--- src/rtl/fifo_pkg.sv ---
// Shared async-FIFO helpers: Gray/binary pointer conversion and pointer sizing.
// Used by both the read-side and write-side pointer handlers.
package fifo_pkg;

    function automatic int ptr_bits(input int ptr_width);
        return ptr_width + 1;
    endfunction

    function automatic int depth_of(input int ptr_width);
        return 1 << ptr_width;
    endfunction

    // Operates on 32-bit zero-extended values; callers size-cast the result.
    function automatic logic [31:0] bin2gray(input logic [31:0] b);
        return b ^ (b >> 1);
    endfunction

    function automatic logic [31:0] gray2bin(input logic [31:0] g);
        logic [31:0] b;
        b[31] = g[31];
        for (int i = 30; i >= 0; i--) begin
            b[i] = b[i+1] ^ g[i];
        end
        return b;
    endfunction

endpackage

--- src/rtl/sync_2ff.sv ---
// Two-flop synchroniser for Gray pointers crossing clock domains; 2-cycle latency.
// No flow control: samples every cycle, synchronous active-low reset to zero.
module sync_2ff #(
    parameter int WIDTH = 1
) (
    input  logic             clk_i,
    input  logic             rst_ni,
    input  logic [WIDTH-1:0] d_i,
    output logic [WIDTH-1:0] q_o
);

    logic [WIDTH-1:0] meta_q;
    logic [WIDTH-1:0] sync_q;

    always_ff @(posedge clk_i) begin
        if (!rst_ni) begin
            meta_q <= '0;
            sync_q <= '0;
        end else begin
            meta_q <= d_i;
            sync_q <= meta_q;
        end
    end

    assign q_o = sync_q;

endmodule

--- src/rtl/fifo_rd_port.sv ---
// Async FIFO read port: pointer sync, empty/level, memory read issue, 2-entry FWFT output buffer.
// Write-to-m_valid 4 cycles; m_ready low stalls issue once buffer + in-flight read reach 2.
module fifo_rd_port
    import fifo_pkg::*;
#(
    parameter int PTR_WIDTH     = 3,
    parameter int DATA_WIDTH    = 8,
    parameter int AEMPTY_THRESH = 1
) (
    input  logic                  rclk,
    input  logic                  rrst_n,
    input  logic [PTR_WIDTH:0]    g_wptr,
    output logic [PTR_WIDTH:0]    g_rptr,
    output logic [PTR_WIDTH-1:0]  raddr,
    output logic                  mem_ren,
    input  logic [DATA_WIDTH-1:0] rdata,
    output logic                  m_valid,
    input  logic                  m_ready,
    output logic [DATA_WIDTH-1:0] m_data,
    output logic                  empty,
    output logic                  almost_empty,
    output logic [PTR_WIDTH:0]    level
);

    localparam int PW1 = ptr_bits(PTR_WIDTH);

    logic [PTR_WIDTH:0]    g_wptr_sync;
    logic [PTR_WIDTH:0]    b_wptr_sync;
    logic [PTR_WIDTH:0]    b_rptr_q, b_rptr_d;
    logic [PTR_WIDTH:0]    g_rptr_q, g_rptr_d;
    logic [1:0]            count_q, count_d;
    logic                  inflight_q;
    logic [DATA_WIDTH-1:0] buf_q [2];
    logic [DATA_WIDTH-1:0] buf_d [2];
    logic [2:0]            occ;
    logic                  push;
    logic                  pop;

    sync_2ff #(
        .WIDTH (PW1)
    ) u_wptr_sync (
        .clk_i  (rclk),
        .rst_ni (rrst_n),
        .d_i    (g_wptr),
        .q_o    (g_wptr_sync)
    );

    assign b_wptr_sync  = PW1'(gray2bin(32'(g_wptr_sync)));
    assign empty        = (b_rptr_q == b_wptr_sync);
    assign level        = b_wptr_sync - b_rptr_q;
    assign almost_empty = (32'(level) <= 32'(AEMPTY_THRESH));

    assign m_valid = (count_q != 2'd0);
    assign m_data  = buf_q[0];
    assign pop     = m_valid & m_ready;
    assign push    = inflight_q;

    // Slots committed after this edge: buffered + returning word, minus the one leaving.
    assign occ     = {1'b0, count_q} + {2'b00, inflight_q} - {2'b00, pop};
    assign mem_ren = rrst_n & ~empty & (occ < 3'd2);

    assign raddr    = b_rptr_q[PTR_WIDTH-1:0];
    assign b_rptr_d = b_rptr_q + {{PTR_WIDTH{1'b0}}, mem_ren};
    assign g_rptr_d = PW1'(bin2gray(32'(b_rptr_d)));
    assign g_rptr   = g_rptr_q;

    always_comb begin
        buf_d[0] = buf_q[0];
        buf_d[1] = buf_q[1];
        count_d  = count_q;
        unique case ({push, pop})
            2'b10: begin
                if (count_q == 2'd0) buf_d[0] = rdata;
                else                 buf_d[1] = rdata;
                count_d = count_q + 2'd1;
            end
            2'b01: begin
                buf_d[0] = buf_q[1];
                buf_d[1] = '0;
                count_d  = count_q - 2'd1;
            end
            2'b11: begin
                // Head leaves while the returning word joins the tail.
                if (count_q == 2'd1) begin
                    buf_d[0] = rdata;
                end else begin
                    buf_d[0] = buf_q[1];
                    buf_d[1] = rdata;
                end
            end
            default: ;
        endcase
    end

    always_ff @(posedge rclk) begin
        if (!rrst_n) begin
            b_rptr_q   <= '0;
            g_rptr_q   <= '0;
            count_q    <= '0;
            inflight_q <= 1'b0;
            buf_q[0]   <= '0;
            buf_q[1]   <= '0;
        end else begin
            b_rptr_q   <= b_rptr_d;
            g_rptr_q   <= g_rptr_d;
            count_q    <= count_d;
            inflight_q <= mem_ren;
            buf_q[0]   <= buf_d[0];
            buf_q[1]   <= buf_d[1];
        end
    end

endmodule
--- config.mk ---
export PLATFORM = sky130hd
export DESIGN_NAME = fifo_rd_port
export DESIGN_NICKNAME = d
export VERILOG_FILES = /design/src/rtl/fifo_pkg.sv /design/src/rtl/sync_2ff.sv /design/src/rtl/fifo_rd_port.sv
export SDC_FILE = /design/constraint.sdc
export NUM_CORES = 1
export LEC_CHECK = 0
export CORE_AREA = 2 2 50 98
export CTS_CLUSTER_DIAMETER = 80
export DETAILED_ROUTE_END_ITERATION = 12
export DIE_AREA = 0 0 52 100
export PLACE_DENSITY = 0.71
export SLEW_MARGIN = 10
export SYNTH_ARGS = -nofsm -noshare
export SYNTH_HDL_FRONTEND = slang
export SYNTH_SLANG_ARGS = --single-unit
export TNS_END_PERCENT = 1
--- constraint.sdc ---
create_clock -name rclk -period 9.1 [get_ports rclk]
set_input_delay 2.73 -clock rclk [delete_from_list [all_inputs] [get_ports rclk]]
set_output_delay 2.73 -clock rclk [all_outputs]
set_load 0.03 [all_outputs]
==> impl_metrics.toml <==
[outcome]
status = "finished, final reports clean"

[yosys]
synthSimpleGateAreaFrac_pct = 16.2
syn_nets = 211
synthMuxAreaShare_pct = 0.871
synth-async-reset-ratio_pct = 0
syn_inst = 183
ys_warn_count = 0
synth_fa_ha_area_share_pct = 10.3
synth_cell_type_count = 34
synth-seq-cells = 34
synth_edf_count = 0
yosys.area.top_type = "dfxtp_1"
syn_area_um2 = 1720
synth_area_per_cell_um2 = 9.41
synth_top_family_by_area = "compound AO/OA/AOI/OAI gates"
yosysTopAreaCellShare_pct = 39.5
synthFlopType = "dfxtp_1"
synth_area_leaders = "dfxtp_1, ha_1, o21ai_0"
ys_seq_area_share_pct = 39.5
synth_xor_area_share_pct = 6.97
synth_compound_area_share_pct = 17.7

[place]
portBuffers = 37
post-place-ws_ns = 0.944
dp_hpwl_um = 2320
gp_congestion = 0.773

[die]
dieHeight_um = 100
rows = 35
dieArea_um2 = 5200
start_util_pct = 38.2
ios = 38
floorplan.die.width_um = 52
core_um2 = 4510

[cells_and_area]
fin_nets = 240
synthToLayoutAreaGrowth_pct = 27.0
drive_gt1_share_pct = 7.51
fillers = 419
n_antenna_cell = 0

[global_routing]
antenna_found_initial = 0
met1_usage_pct = 15.8
first_global_vias = 1194
grt_max_degree = 35
grt_pass1_wl_um = 5240
use_met3_pct = 4.17
use_met2_pct = 20.8
grt_util_all_layers_pct = 13.1
grt_overflow_total = 0
grt.busiest_layer = "met2"

[power]
internal_power_uw = 461
power_density_nw_per_um2 = 347
seqPwrFrac_pct = 28.3
switching_share_pct = 39.3
leakage_uw = 0.000877
peakVddDrop_v = 0.000217
power_frac_clock_pct = 21.6
switchingPower_uw = 299
p_comb_share_pct = 50.2

[cts]
cts.reportedPaths.clkPinSlew_ns = 0.07
cts_root_buf = "clkbuf_8"
cts_hold_buf = 0
cts.sinks = 34
post-cts-setup-buffers = 0
htreeDepth = 2
post_cts_resized = 0
tritoncts = "yes"
cts_buffers = 5
worstSkewPairLatency_ns = 0.28
cts_max_path_buffers = 2

[critical_path]
crit_path_start = "m_ready"
critPathMaxFanout = 4
crit_arrival_ns = 5.41
path_class = "in2out"
start_kind = "primary input"
cp-end-kind = "primary output"
worstReg2RegStart = "count_q[1]"
required_ns = 6.37

[timing]
setup_violations = 0
period_share_pct = 89.5
relSlewSlack_pct = 36.5
fin_skew_ns = 0.00728
setup_slack_ns = 0.960
rsz0062_at_grt = "no"
finalMaxSlewViolations = 0
tns_ns = 0
hold_slack_ns = 0.435
timing.fmax_ghz = 0.123
worst_pin_slew_ns = 0.949
period_needed_ns = 8.14
final-hold-violation-count = 0

[routing]
dr.first_iter.drc_count = 32
vias = 1318
first_pass_iters = 4
routed_wl_um = 3100
drc = 0
routed_via_density = 4.92
wire_per_inst_um = 11.6
ant_nets = 0

[worst_hold_path]
hp-start = "u_wptr_sync.meta_q[1]"
holdCritPathClass = "reg2reg"

[run]
maxCapViolCount = 0
==> worst max-delay path, cell delays in order <==
cell and delay (ns):
clkdlybuf4s50_1 0.42, and2b_2 0.22, ha_1 0.32, nand2b_1 0.19, fa_1 0.38, xnor2_1 0.15, nand3_1 0.11, nor2_1 0.19
clkdlybuf4s50_1 0.69
==> cell usage in the layout (no fill, tap or decap), drive strengths merged, types with 4 or more instances in the layout <==
cell	Yosys	layout
xnor2	4	4
nand2	11	11
ha	11	11
and2	17	17
xor2	8	8
clkdlybuf4s50	0	37
o21ai	25	25
dfxtp	34	34
a31oi	8	8
inv	9	9
a21boi	8	8
clkbuf	5	5
nand3	13	13
nor2	4	4
==> stage by stage <==
stage                     cells  total power, µW  util (%)  instance area, µm²
after global placement      260              591      45.5                2050
after floorplan             183              513         -                1720
after detailed placement    260              601      45.5                2050
final                       268              760      48.5                2190
after CTS                   268              767      48.5                2190
after global routing        268              812      48.5                2190
==> flip-flops by register name, indices dropped and copies added, names as in the netlist <==
signal and count:
g_rptr 3, u_wptr_sync.meta_q 4, b_rptr_q 4, buf_q 16, count_q 2, inflight_q 1
u_wptr_sync.q_o 4
==> cells by family after synthesis <==
group / Yosys count
fa+ha+maj: 13
mux: 1
simple gates: 52
compound gates: 47
buf+inv: 24
xor+xnor: 12
flops: 34
==> cells in the mapped netlist, drive strengths merged (2+ instances only) <==
master,instances
buf,10
dfxtp,34
a21oi,2
xor2,8
clkbuf,5
o21ai,25
a31oi,8
xnor2,4
nand3,13
fa,2
nand2b,2
ha,11
and2b,2
nand2,11
and2,17
a21boi,8
nor2,4
inv,9
==> worst paths after layout <==
kind	to	slack, ns	cells after the start
min reg2reg	u_wptr_sync.q_o[1]	0.44	1
max reg2reg	g_rptr[1]	5.65	14
max	mem_ren	0.96	9
min	u_wptr_sync.q_o[1]	0.44	1
==> layout make-up <==
class                   count  area, µm²  share of cell area, %
clock buffers               5       68.8                   3.14
clock inverters             3       68.8                   3.14
inverters                   9       33.8                   1.54
multi-input cells         125        897                   41.0
flip-flops and latches     34        681                   31.1
well taps                  55       68.8                   3.14
repair buffers             37        370                   16.9
==> routing by layer <==
metal / share of wire, % / up-vias
met2: 48 / 55
li1: - / 671
met4: 2.3 / 0
met5: 0 / -
met1: 43 / 584
met3: 6.3 / 8
==> power groups by stage <==
| stage | registers, µW | logic, µW | clock network, µW |
|---|---|---|---|
| after floorplan | 221 | 293 | 0 |
| after global placement | 215 | 376 | 0 |
| after detailed placement | 218 | 383 | 0 |
| after CTS | 215 | 385 | 167 |
| after global routing | 219 | 418 | 175 |
| final | 215 | 381 | 164 |
(Power assumes the default switching activity.)
